**src/rtl/micro_sequencer_core_v2.sv**
```systemverilog
// micro_sequencer_core_v2: fetches 64-bit instructions from program BRAM and drives pulse/IRQ outputs
module micro_sequencer_core_v2 #(
  parameter int BRAM_ADDR_WIDTH = 10,
  parameter int BRAM_DATA_WIDTH = 64,
  parameter int BRAM_LATENCY    = 2,
  parameter int PULSE_WIDTH     = 32,
  parameter int NUM_COUNTERS    = 4,
  parameter int NUM_IRQ         = 4
) (
  input  logic                       S_AXI_ACLK,
  input  logic                       S_AXI_ARESETN,
  input  logic                       start,
  input  logic [BRAM_ADDR_WIDTH-1:0] start_addr,
  input  logic                       abort,
  input  logic                       unpause,
  output logic                       bram_porta_clk,
  output logic                       bram_porta_rst,
  output logic [BRAM_ADDR_WIDTH-1:0] bram_porta_addr,
  input  logic [BRAM_DATA_WIDTH-1:0] bram_porta_rddata,
  output logic [PULSE_WIDTH-1:0]     pulse,
  output logic [BRAM_ADDR_WIDTH-1:0] pc,
  output logic                       busy,
  output logic                       paused,
  output logic                       error,
  output logic [NUM_IRQ-1:0]         ps_interrupts
);
  if (BRAM_DATA_WIDTH != 64) begin : g_width_check
    $error("BRAM_DATA_WIDTH must be 64");
  end
  typedef enum logic [2:0] {S_IDLE, S_FETCH, S_EXEC, S_WAIT, S_PAUSED} state_t;
  localparam logic [5:0] OP_HALT = 6'h01, OP_SET = 6'h02, OP_WAIT = 6'h03, OP_LDC = 6'h04;
  localparam logic [5:0] OP_DJNZ = 6'h05, OP_JMP = 6'h06, OP_PAUSE = 6'h07, OP_IRQ = 6'h08;
  state_t                     r_state, w_next;
  logic [BRAM_ADDR_WIDTH-1:0] r_pc, w_pc_nxt, w_pc_inc, w_tgt;
  logic [63:0]                r_instr;
  logic [2:0]                 r_fcnt;
  logic [31:0]                r_wcnt;
  logic [31:0]                r_cnt [NUM_COUNTERS];
  logic [PULSE_WIDTH-1:0]     r_pulse;
  logic                       r_err;
  logic [NUM_IRQ-1:0]         r_irq, w_irq_set;
  logic [5:0]                 w_op;
  logic [1:0]                 w_idx;
  logic [31:0]                w_imm, w_cnt_cur, w_dec, w_cnt_wd;
  logic                       w_cnt_we, w_illegal, w_exec, w_go, w_fetch_done, w_unused;
  assign w_op         = r_instr[63:58];
  assign w_idx        = r_instr[57:56];
  assign w_tgt        = r_instr[32+BRAM_ADDR_WIDTH-1:32];
  assign w_imm        = r_instr[31:0];
  assign w_unused     = ^r_instr[55:32+BRAM_ADDR_WIDTH];
  assign w_fetch_done = r_fcnt == 3'(BRAM_LATENCY-1);
  // An index beyond the instantiated counters/IRQ lines is treated like a bad opcode
  assign w_illegal = (w_op > OP_IRQ) ||
                     ((w_op == OP_LDC || w_op == OP_DJNZ) && int'(w_idx) >= NUM_COUNTERS) ||
                     (w_op == OP_IRQ && int'(w_idx) >= NUM_IRQ);
  assign w_exec   = r_state == S_EXEC && !abort && !w_illegal;
  assign w_go     = r_state == S_IDLE && start && !abort;
  assign w_dec    = w_cnt_cur - 1;
  assign w_cnt_we = w_exec && (w_op == OP_LDC || w_op == OP_DJNZ);
  assign w_cnt_wd = w_op == OP_LDC ? w_imm : w_dec;
  assign w_pc_inc = r_pc + 1'b1;
  assign w_pc_nxt = w_go ? start_addr :
                    !w_exec ? r_pc :
                    w_op == OP_HALT ? r_pc :
                    (w_op == OP_JMP || (w_op == OP_DJNZ && w_dec != '0)) ? w_tgt : w_pc_inc;
  always_comb begin
    w_cnt_cur = '0;
    for (int i = 0; i < NUM_COUNTERS; i++)
      if (w_idx == 2'(i)) w_cnt_cur = r_cnt[i];
  end
  always_comb begin
    w_irq_set = '0;
    for (int i = 0; i < NUM_IRQ; i++)
      w_irq_set[i] = w_exec && w_op == OP_IRQ && w_idx == 2'(i);
  end
  always_comb begin
    w_next = r_state;
    case (r_state)
      S_IDLE:   w_next = start ? S_FETCH : S_IDLE;
      S_FETCH:  w_next = w_fetch_done ? S_EXEC : S_FETCH;
      S_EXEC:   w_next = (w_illegal || w_op == OP_HALT) ? S_IDLE :
                         (w_op == OP_WAIT && w_imm != '0) ? S_WAIT :
                         w_op == OP_PAUSE ? S_PAUSED : S_FETCH;
      S_WAIT:   w_next = r_wcnt == 32'd1 ? S_FETCH : S_WAIT;
      S_PAUSED: w_next = unpause ? S_FETCH : S_PAUSED;
      default:  w_next = S_IDLE;
    endcase
    if (abort) w_next = S_IDLE;
  end
  always_ff @(posedge S_AXI_ACLK or negedge S_AXI_ARESETN) begin
    if (!S_AXI_ARESETN) begin
      r_state <= S_IDLE;
      r_pc    <= '0;
      r_instr <= '0;
      r_fcnt  <= '0;
      r_wcnt  <= '0;
      r_pulse <= '0;
      r_err   <= 1'b0;
      r_irq   <= '0;
      for (int i = 0; i < NUM_COUNTERS; i++) r_cnt[i] <= '0;
    end else begin
      r_state <= w_next;
      r_pc    <= w_pc_nxt;
      r_fcnt  <= r_state == S_FETCH ? r_fcnt + 1'b1 : '0;
      if (r_state == S_FETCH && w_fetch_done) r_instr <= bram_porta_rddata;
      r_wcnt  <= (w_exec && w_op == OP_WAIT) ? w_imm : r_state == S_WAIT ? r_wcnt - 1 : r_wcnt;
      r_pulse <= abort ? '0 : (w_exec && w_op == OP_SET) ? w_imm[PULSE_WIDTH-1:0] : r_pulse;
      r_err   <= w_go ? 1'b0 : (r_state == S_EXEC && !abort && w_illegal) ? 1'b1 : r_err;
      r_irq   <= w_irq_set;
      for (int i = 0; i < NUM_COUNTERS; i++)
        if (w_cnt_we && w_idx == 2'(i)) r_cnt[i] <= w_cnt_wd;
    end
  end
  assign bram_porta_clk  = S_AXI_ACLK;
  assign bram_porta_rst  = ~S_AXI_ARESETN;
  assign bram_porta_addr = r_pc;
  assign pc              = r_pc;
  assign pulse           = r_pulse;
  assign busy            = r_state != S_IDLE;
  assign paused          = r_state == S_PAUSED;
  assign error           = r_err;
  assign ps_interrupts   = r_irq;
endmodule

```
**config.mk**
```make
export PLATFORM = sky130hd
export DESIGN_NAME = micro_sequencer_core_v2
export DESIGN_NICKNAME = d
export VERILOG_FILES = /design/src/rtl/micro_sequencer_core_v2.sv
export SDC_FILE = /design/constraint.sdc
export NUM_CORES = 1
export LEC_CHECK = 0
export ABC_AREA = 1
export BUFFER_PORTS_ARGS = -buffer_cell sky130_fd_sc_hd__buf_2
export CAP_MARGIN = 15
export CORE_ASPECT_RATIO = 1.5
export CORE_MARGIN = 5
export CORE_UTILIZATION = 54
export DETAILED_ROUTE_END_ITERATION = 16
export GPL_TIMING_DRIVEN = 0
export PLACE_DENSITY = 0.74
export SYNTH_ARGS = -nofsm -noshare
export SYNTH_HDL_FRONTEND = slang
export SYNTH_SLANG_ARGS = --single-unit
```
**constraint.sdc**
```tcl
create_clock -name S_AXI_ACLK -period 2.6 [get_ports S_AXI_ACLK]
set_input_delay 0.78 -clock S_AXI_ACLK [delete_from_list [all_inputs] [get_ports S_AXI_ACLK]]
set_output_delay 0.78 -clock S_AXI_ACLK [all_outputs]
set_load 0.01 [all_outputs]
```
==> results of run 1 <==
## logic make-up after synthesis
group	after synthesis	share of synthesized area (%)
buffers and inverters	248	7.71
AND/OR/NAND/NOR	968	29.7
adder cells (fa/ha/maj)	7	0.630
multiplexers	13	1.05
AO/OA/AOI/OAI	293	11.6
flip-flops	263	47.3
XOR/XNOR	32	2.01
## cells in the final DEF, fill, tap and decap left out, types with 5 or more instances in the layout
master	count
buf_4	51
nand2_1	426
o22ai_1	27
nor2_1	146
xor2_1	17
clkbuf_16	31
o221ai_1	14
nand3_1	162
nand2_4	16
o21ai_0	155
o211ai_1	12
o21ai_2	10
clkbuf_8	6
buf_2	129
nor4_1	11
ha_1	5
nor2_2	34
or2_1	9
buf_6	13
mux2_2	13
buf_8	6
nand3b_1	5
a21oi_1	42
clkbuf_1	37
dfrtp_1	263
nor3_1	10
nand2_2	44
nor2_4	38
clkbuf_2	21
nand4_1	35
o21ai_1	25
inv_2	12
nand3_4	5
xnor2_1	15
inv_1	136
nand3_2	19
## per-stage QoR
step | TNS [ns] | setup WS [ns]
floorplan | 0 | 0.00902
global placement | -1080.90 | -3.97
detailed placement | -47.33 | -0.910
CTS | -3.86 | -0.404
global route | -6.79 | -0.566
finish | -3.90 | -0.423
## worst reg2reg max path, stage by stage (launching register included)
cell     delay [ns]
dfrtp_1        0.37
buf_6          0.16
buf_8          0.15
o21ai_2        0.14
nand3_2        0.11
nand2_4        0.11
ha_4           0.16
inv_2          0.05
nor2_4         0.12
nand3_4        0.12
nor2_4         0.20
nand2_1        0.08
nand2_1        0.06
nand2_1        0.07
nor2_1         0.10
nand2_1        0.10
nor2_4         0.19
nand3_4        0.12
nand2_4        0.11
buf_6          0.13
nand3_1        0.07
nand3_1        0.09
nand3_1        0.08
## state kept, by name (all words and copies together), names as in the netlist
signal	count
bram_porta_addr	10
r_state	3
r_wcnt	32
r_fcnt	3
ps_interrupts	4
pulse	32
r_cnt	128
error	1
r_instr	50
## cell type report
cell class	instances	area share, %
plain buffers	94	3.70
clock inverters	8	0.335
inverters	154	3.43
repair buffers	163	5.89
multi-input cells	1313	40.8
clock buffers	45	5.06
well taps	333	2.43
flip-flops and latches	263	38.4
## repair_timing
action | CTS | global route
setup endpoints to repair | 107 | 180
setup buffers | 16 | 20
resized for setup | 131 | 198
gates cloned | 1 | 1
hold buffers | 0 | 0
pin swaps | 42 | 50
## power breakdown
part	leakage, nW	switching, mW	internal [mW]
registers	3.38	0.642	4.72
logic	4.55	5.10	2.72
clock network	0.454	1.69	2.32
## worst max-delay path by stage
stage / startpoint / end / slack (ns) / cells past startpoint
after CTS: r_instr[57] / bram_porta_addr[7] / -0.40 / 19
after global routing: r_instr[56] / bram_porta_addr[9] / -0.57 / 22
final: r_instr[56] / bram_porta_addr[7] / -0.42 / 22
after floorplan: r_instr[57] / bram_porta_addr[9] / 0.009 / 22
after detailed placement: r_instr[56] / bram_porta_addr[9] / -0.91 / 19
after global placement: S_AXI_ARESETN / bram_porta_addr[5] / -3.97 / 1
## routing by layer
metal,wire (um),up-vias
met5,0,-
met4,3720,0
met3,2490,186
met2,24200,551
met1,17700,6577
li1,-,6394
==> results.sh, run 1 <==
export IMPL_path_buf_inv=4
export IMPL_grt_pass1_vias=13900
export IMPL_yosysSeqAreaShare_pct=47.3
export IMPL_start_util_pct=54.4
export IMPL_synth_warnings=0
export IMPL_nFillCells=2247
export IMPL_firstDrtPassIters=6
export IMPL_rsz0062_at_grt="yes"
export IMPL_drv_slew=0
export IMPL_critPathMaxStageDelay_ns=0.37
export IMPL_grt_busiest_layer="met2"
export IMPL_power_total_mw=17.2
export IMPL_antenna_found_initial=0
export IMPL_fmax_ghz=0.331
export IMPL_grt_use_total_pct=32.9
export IMPL_synth_commonest_cells="nand2_1 (481), dfrtp_1 (263), nor2_1 (203), nand3_1 (183), o21ai_0 (182)"
export IMPL_hold_path_class="in -> async"
export IMPL_floorplan_die_height_um=207
export IMPL_wl_per_cell_um=20.2
export IMPL_crit_chain="buf_6 -> buf_8 -> o21ai_2 -> nand3_2 -> nand2_4 -> ha_4 -> inv_2 -> nor2_4 -> nand3_4 -> nor2_4 -> nand2_1 -> nand2_1 -> nand2_1 -> nor2_1 -> nand2_1 -> nor2_4 -> nand3_4 -> nand2_4 -> buf_6 -> nand3_1 -> nand3_1 -> nand3_1"
export IMPL_dpl_hpwl_mm=35.3
export IMPL_avgSynthCellArea_sq_um=7.63
export IMPL_r2r_worst_path_cells=22
export IMPL_drive_above_1_share_pct=23.1
export IMPL_place_congestion=1.03
export IMPL_dp_cells=2283
export IMPL_synth_area_top_cells="dfrtp_1 (47%), nand2_1 (13%), nand3_1 (6.6%)"
export IMPL_yosys_cell_types_count=43
export IMPL_synth_edf_count=0
export IMPL_r2r_end="bram_porta_addr[7]"
export IMPL_syn_inst=1824
export IMPL_antenna_cells=0
export IMPL_async_reset_ff_share_pct=100
export IMPL_required_ns=3.13
export IMPL_stdcell_area_sq_um=17200
export IMPL_r2r_slack_ns=-0.42
export IMPL_die_width_um=141
export IMPL_dieArea_sq_um=29100
export IMPL_path_common_cell="nand2_1"
export IMPL_syn_cell_area_sq_um=13900
export IMPL_crit_type="reg -> reg"
export IMPL_setup_slack_ns=-0.423
export IMPL_gr_usage_met2_pct=57.9
export IMPL_cts_tree="yes"
export IMPL_clk_latency_ns=0.66
export IMPL_rows=72
export IMPL_clkTransAtPathRegs_ns=0.06
export IMPL_power_density_nw_per_um2=1000
export IMPL_multi_input_area_sq_um=7000
export IMPL_routed_wl_mm=48.0
export IMPL_drc=0
export IMPL_register_area_sq_um=6580
export IMPL_gr_usage_met3_pct=4.06
export IMPL_path_max_fanout=10
export IMPL_critPathArrivalTime_ns=3.55
export IMPL_drt_iter0_markers=1059
export IMPL_grt_overflow_total=0
export IMPL_use_met1_pct=37.4
export IMPL_p_leak_nw=8.39
export IMPL_dpl_cell_area_sq_um=15000
export IMPL_yosysTopAreaCell="dfrtp_1"
export IMPL_ir_drop_mv=0.669
export IMPL_final_period_utilization_pct=116
export IMPL_finalHoldViolCount=0
export IMPL_tightestPinTransition_ns=0.727
export IMPL_cp_end_kind="flip-flop"
export IMPL_pin_count=140
export IMPL_layout_nets=2106
export IMPL_final_util_pct=67.1
export IMPL_status="complete, but fails checks"
export IMPL_dominantRegCellSynth="dfrtp_1"
export IMPL_yosysTopAreaCellShare_pct=47.3
export IMPL_synth_nets=1910
export IMPL_setup_violations=10
export IMPL_ant_nets=0
export IMPL_violations="negative setup slack"
export IMPL_critical_path_top_delay_family="simple AND/OR/NAND/NOR gates"
export IMPL_syn_to_final_growth_pct=23.4
export IMPL_r2r_start="r_instr[56]"
export IMPL_io_buffers=124
export IMPL_fin_skew_ns=0.0180
export IMPL_cp_start_kind="flip-flop"
export IMPL_synth_seq_cells=263
export IMPL_drv_cap=0
export IMPL_instances_no_fill=2373
export IMPL_slowest_stage="dfrtp_1"
export IMPL_period_needed_ns=3.02
export IMPL_grt_pass1_wl_mm=74.4
export IMPL_grt_max_degree=97
export IMPL_yosysMostFrequentCell="nand2_1"
export IMPL_core_area_sq_um=25600
export IMPL_holdWs_ns=0.0705
export IMPL_max_slew_margin_pct=51.3
export IMPL_drt_vias_per_instance=5.78
export IMPL_routed_via_count=13700
Power figures use the tool's default switching activity.
==> inputs of run 2 (changes only) <==
- ABC_AREA: 1 -> 0
==> run 2 against run 1 <==
The run still ends with negative setup slack left. Core utilization increased by 4.9 points. Sequential share of layout area decreased by 0.79 points. Critical endpoint is now bram_porta_addr[5]. Worst hold slack got worse by 0.022 ns. Setup slack got worse by 1.1 ns. Highest routed layer unchanged.
==> results.sh, run 2 <==
export IMPL_status="complete, but fails checks"
export IMPL_violations="negative setup slack"
export IMPL_clk_latency_ns=0.65
export IMPL_dp_cells=1626
export IMPL_period_needed_ns=4.12
export IMPL_pre_cts_ws_ns=-2.36
export IMPL_ant_nets=0
export IMPL_intPower_mw=8.31
export IMPL_core_area_sq_um=24300
export IMPL_syn_cell_area_sq_um=13300
export IMPL_synth_commonest_cells="dfrtp_1 (263), mux2_2 (183), nand2_1 (145), nor2_1 (84), a21oi_1 (64)"
export IMPL_clkTransAtPathRegs_ns=0.06
export IMPL_routed_wl_mm=43.2
export IMPL_reg_top3="r_cnt: 128 flops, r_instr: 50 flops"
export IMPL_syn_to_final_growth_pct=32.0
export IMPL_setup_tns_ns=-97.62
export IMPL_pwr_share_clk_pct=34.6
export IMPL_pwr_share_comb_pct=21.0
export IMPL_async_reset_ff_share_pct=100
export IMPL_yosysTopAreaCell="dfrtp_1"
export IMPL_yosysMostFrequentCell="dfrtp_1"
export IMPL_switchingPower_mw=3.70
export IMPL_drive_above_1_share_pct=45.7
export IMPL_largest_reg_flops=128
export IMPL_path_max_fanout=6
export IMPL_synth_edf_count=0
export IMPL_die_width_um=138
export IMPL_synth_warnings=0
export IMPL_p_seq_share_pct=44.5
export IMPL_stdcell_area_sq_um=17500
export IMPL_tightestPinTransition_ns=1.02
export IMPL_hold_buffers=0
export IMPL_rows=70
export IMPL_wl_per_cell_um=24.4
export IMPL_io_buffers=124
export IMPL_drt_iter0_markers=1252
export IMPL_yosysTopAreaCellShare_pct=49.6
export IMPL_max_slew_margin_pct=31.8
export IMPL_final_util_pct=72.0
export IMPL_avgSynthCellArea_sq_um=11.3
export IMPL_power_total_mw=12.0
export IMPL_fin_skew_ns=0.0140
export IMPL_setup_violations=123
export IMPL_most_common_layout_cells="dfrtp_1 (261), nand2_1 (134), buf_2 (124), mux2_4 (105), buf_4 (88)"
export IMPL_place_congestion=0.917
export IMPL_yosys_cell_types_count=66
export IMPL_nFillCells=1588
export IMPL_crit_type="reg -> reg"
export IMPL_grt_pass1_vias=11400
export IMPL_hold_path_class="in -> async"
export IMPL_synth_seq_cells=263
export IMPL_switching_share_pct=30.8
export IMPL_syn_inst=1176
export IMPL_pin_count=140
export IMPL_p_leak_nw=7.74
export IMPL_layout_nets=1513
export IMPL_synth_area_top_cells="dfrtp_1 (50%), mux2_2 (16%), mux4_2 (4.6%)"
export IMPL_drc=0
export IMPL_crit_chain="buf_12 -> buf_4 -> mux4_2 -> or4_4 -> nor4b_4 -> buf_4 -> nand3b_4 -> or3b_4 -> a31o_4 -> nor4_4 -> buf_12 -> mux2i_1 -> a221o_1"
export IMPL_cp_end_kind="flip-flop"
export IMPL_dpl_cell_area_sq_um=14800
export IMPL_final_period_utilization_pct=158
export IMPL_antenna_found_initial=4
export IMPL_dpl_hpwl_mm=26.3
export IMPL_grt_pass1_wl_mm=62.3
export IMPL_slowest_stage="mux4_2"
export IMPL_cp_start_kind="flip-flop"
export IMPL_holdWs_ns=0.0485
export IMPL_fmax_ghz=0.243
export IMPL_synth_nets=1262
export IMPL_start_util_pct=54.5
export IMPL_drt_vias_per_instance=6.35
export IMPL_dieArea_sq_um=27900
export IMPL_cts_tree="yes"
export IMPL_grt_max_degree=125
export IMPL_layout_commonest_cell="dfrtp_1"
export IMPL_rsz0062_at_grt="yes"
export IMPL_largest_register="r_cnt"
export IMPL_yosysSeqAreaShare_pct=49.6
export IMPL_dominantRegCellSynth="dfrtp_1"
export IMPL_power_density_nw_per_um2=685
export IMPL_required_ns=3.14
export IMPL_drv_slew=0
export IMPL_routed_via_count=11300
export IMPL_setup_slack_ns=-1.52
export IMPL_firstDrtPassIters=5
export IMPL_instances_no_fill=1773
export IMPL_critPathMaxStageDelay_ns=0.58
export IMPL_finalHoldViolCount=0
export IMPL_drv_cap=0
export IMPL_floorplan_die_height_um=202
export IMPL_grt_use_total_pct=27.6
export IMPL_critPathArrivalTime_ns=4.65
export IMPL_ir_drop_mv=0.464
export IMPL_grt_overflow_total=0
## run 2: changes by cell type after synthesis, moves of 23 or more
cell	before	now
nand2_1	481	145
mux2_2	13	183
o22ai_1	27	2
o21ai_0	182	40
nand3_1	183	20
inv_1	139	16
nor2_1	203	84
mux4_2	0	27
nand4_1	35	12
## run 2: worst paths after layout
path                       depth (start not counted)                 end                   from  slack, ns
max                                               13  bram_porta_addr[5]            r_instr[56]      -1.52
min                                                1           pulse[30]          S_AXI_ARESETN       0.05
max reg2reg                                       13  bram_porta_addr[5]            r_instr[56]      -1.52
min reg2reg                                        1           r_fcnt[0]              r_fcnt[0]       0.47
max in group asynchronous                          3          r_cnt[108]          S_AXI_ARESETN       1.17
min in group S_AXI_ACLK                            2         r_instr[63]  bram_porta_rddata[63]       0.36
## run 2: worst max-delay path, delay by kind of cell (launching register included)
family | cells | cell delay (ns)
compound gates | 2 | 0.56
flops | 1 | 0.42
simple gates | 5 | 1.74
buf+inv | 4 | 0.62
mux | 2 | 0.65
## run 2: cell type report
| class | count | area, sq um | area share (%) |
|---|---|---|---|
| clock inverter | 6 | 88.8 | 0.507 |
| buffer | 69 | 427 | 2.43 |
| clock buffer | 44 | 865 | 4.93 |
| antenna | 4 | 10.0 | 0.0571 |
| timing repair buffer | 224 | 1540 | 8.77 |
| multi-input combinational | 823 | 7550 | 43.1 |
| sequential | 263 | 6580 | 37.6 |
| inverter | 16 | 60.1 | 0.343 |
| tap | 324 | 405 | 2.31 |
## run 2: routing by layer
layer	global-route usage, %	vias to the layer above	routed length (um)
met1	32.5	5646	15400
met2	48.3	657	22000
met3	4.12	195	2880
li1	-	4765	-
met5	0	-	0
met4	15.6	0	2940
## run 2: cell families (layout without fill, tap and decap cells)
group                      Yosys count  count (layout)  share of synthesized area [%]
AOI/OAI and AO/OA                  168             168                           7.93
xor gates and xnor gates            39              39                           2.57
adders and majority gates            7               7                          0.660
buffers and inverters               90             359                           3.12
DFF                                263             263                           49.6
muxes                              224             224                           21.8
other                                0               4                              0
and+or+nand+nor                    385             385                           14.4
## run 2: power groups by stage
stage                     clock, mW  sequential, mW  combinational (mW)
after floorplan              0.0317            5.01                1.44
after CTS                      4.17            5.28                2.38
after global routing           4.36            5.38                2.70
after global placement       0.0439            5.32                1.99
after detailed placement     0.0439            5.33                2.04
final                          4.15            5.34                2.52
## run 2: what timing repair did
action,4_1_cts,5_1_grt
pin swaps,39,43
setup buffers,70,32
setup endpoints to repair,146,186
gates resized for setup,156,113
==> inputs of run 3 (changes only) <==
- CORE_ASPECT_RATIO: 1.5 -> 0.5
- CORE_MARGIN: 5 -> 3
==> run 3 against run 2 <==
The run still ends with negative setup slack left. Sequential power up 2%. Critical path depth unchanged. Worst hold slack better by 0.070 ns. Total power up 1.6%. Critical endpoint is now bram_porta_addr[3]. Fmax is 2.9% lower. First-iteration DRC count up 13%.
==> results.sh, run 3 (synthesis gave the netlist of run 2 again) <==
export IMPL_critPathMaxStageDelay_ns=0.75
export IMPL_routed_wl_mm=45.9
export IMPL_path_common_cell="buf_6"
export IMPL_layout_commonest_cell="dfrtp_1"
export IMPL_tightestPinTransition_ns=0.787
export IMPL_drt_iter0_markers=1419
export IMPL_grt_max_degree=58
export IMPL_use_met1_pct=41.2
export IMPL_floorplan_die_height_um=117
export IMPL_wl_per_cell_um=25.9
export IMPL_path_max_fanout=7
export IMPL_core_area_sq_um=23500
export IMPL_crit_chain="buf_6 -> buf_12 -> mux4_1 -> or4_4 -> or3b_2 -> nor4_2 -> xor2_2 -> nand3b_1 -> nor4_4 -> buf_6 -> buf_6 -> mux2_4 -> nand2_2"
export IMPL_grt_overflow_total=0
export IMPL_finalHoldViolCount=0
export IMPL_pre_cts_ws_ns=-2.43
export IMPL_rows=39
export IMPL_critical_path_top_delay_family="simple AND/OR/NAND/NOR gates"
export IMPL_ir_drop_mv=0.455
export IMPL_cp_start_kind="flip-flop"
export IMPL_drv_slew=0
export IMPL_most_common_layout_cells="dfrtp_1 (261), nand2_1 (133), buf_2 (124), mux2_4 (98), mux2_2 (85)"
export IMPL_fin_skew_ns=0.0343
export IMPL_routed_via_count=11500
export IMPL_drt_vias_per_instance=6.50
export IMPL_final_period_utilization_pct=163
export IMPL_max_slew_margin_pct=47.5
export IMPL_firstDrtPassIters=6
export IMPL_grt_pass1_wl_mm=66.2
export IMPL_power_density_nw_per_um2=689
export IMPL_setup_slack_ns=-1.64
export IMPL_status="complete, but fails checks"
export IMPL_ant_nets=0
export IMPL_critPathArrivalTime_ns=4.82
export IMPL_largest_reg_flops=128
export IMPL_pin_count=140
export IMPL_place_congestion=0.926
export IMPL_dieArea_sq_um=26600
export IMPL_clk_latency_ns=0.67
export IMPL_hold_path_class="in -> async"
export IMPL_grt_busiest_layer="met2"
export IMPL_cp_end_kind="flip-flop"
export IMPL_die_width_um=228
export IMPL_antenna_cells=0
export IMPL_power_total_mw=12.2
export IMPL_gr_usage_met3_pct=9.19
export IMPL_gr_usage_met2_pct=52.6
export IMPL_p_leak_nw=7.85
export IMPL_drv_cap=0
export IMPL_antenna_found_initial=0
export IMPL_largest_register="r_cnt"
export IMPL_grt_pass1_vias=11600
export IMPL_crit_type="reg -> reg"
export IMPL_syn_to_final_growth_pct=33.3
export IMPL_io_buffers=124
export IMPL_required_ns=3.18
export IMPL_fmax_ghz=0.236
export IMPL_dpl_hpwl_mm=26.3
export IMPL_violations="negative setup slack"
export IMPL_drive_above_1_share_pct=45.9
export IMPL_path_buf_inv=4
export IMPL_cts_tree="yes"
export IMPL_layout_nets=1510
export IMPL_drc=0
export IMPL_period_needed_ns=4.24
export IMPL_rsz0062_at_grt="yes"
export IMPL_grt_use_total_pct=32.2
export IMPL_clkTransAtPathRegs_ns=0.07
export IMPL_setup_violations=126
export IMPL_setup_tns_ns=-101.57
export IMPL_reg_top3="r_cnt: 128 flops, r_instr: 50 flops"
export IMPL_slowest_stage="mux4_1"
export IMPL_start_util_pct=56.6
run 3: repair_timing:
item                       4_1_cts  5_1_grt
setup buffers                   64       31
pin swaps                       42       32
gates resized for setup        175       95
gates cloned                     5        0
hold endpoints to repair         7        0
hold buffers                     2        0
setup endpoints to repair      152      179
run 3: metal layers:
layer  share of wire (%)  vias to the layer above
met2                  47                      743
met3                  11                      196
met4                 4.5                        0
met5                   0                        -
met1                  38                     5804
li1                    -                     4765
run 3: path summary, 6_finish.rpt:
path	start	endpoint	slack (ns)	cells after the start
min in group S_AXI_ACLK	bram_porta_rddata[28]	r_instr[28]	0.35	2
max in group asynchronous	S_AXI_ARESETN	bram_porta_addr[8]	1.70	2
max	r_instr[56]	bram_porta_addr[3]	-1.64	13
max reg2reg	r_instr[56]	bram_porta_addr[3]	-1.64	13
min	S_AXI_ARESETN	r_cnt[106]	0.12	2
min reg2reg	r_fcnt[0]	r_fcnt[0]	0.49	1
run 3: cell type report:
class | count | area, sq um
Tap cell | 328 | 410
Fill cell | 1340 | 5780
Clock inverter | 12 | 148
Inverter | 16 | 60.1
Sequential cell | 263 | 6580
Clock buffer | 36 | 762
Multi-Input combinational cell | 823 | 7590
Timing Repair Buffer | 224 | 1710
Buffer | 68 | 437
run 3: metrics by stage:
| stage | area [sq um] | instances | hold WS [ns] | utilization [%] |
|---|---|---|---|---|
| 2_1_floorplan | 13700 | 1176 | 0.437 | - |
| 3_3_place_gp | 14800 | 1628 | 0.450 | 62.9 |
| 3_5_place_dp | 14800 | 1630 | 0.474 | 63.1 |
| 4_1_cts | 17100 | 1744 | 0.101 | 72.9 |
| 5_1_grt | 17700 | 1770 | 0.106 | 75.4 |
| 6_report | 17700 | 1770 | 0.119 | 75.4 |
run 3: power by group:
part	total (mW)	switching, mW	internal [mW]
sequential	5.46	0.922	4.54
combinational	2.59	1.28	1.30
clock	4.15	1.77	2.39
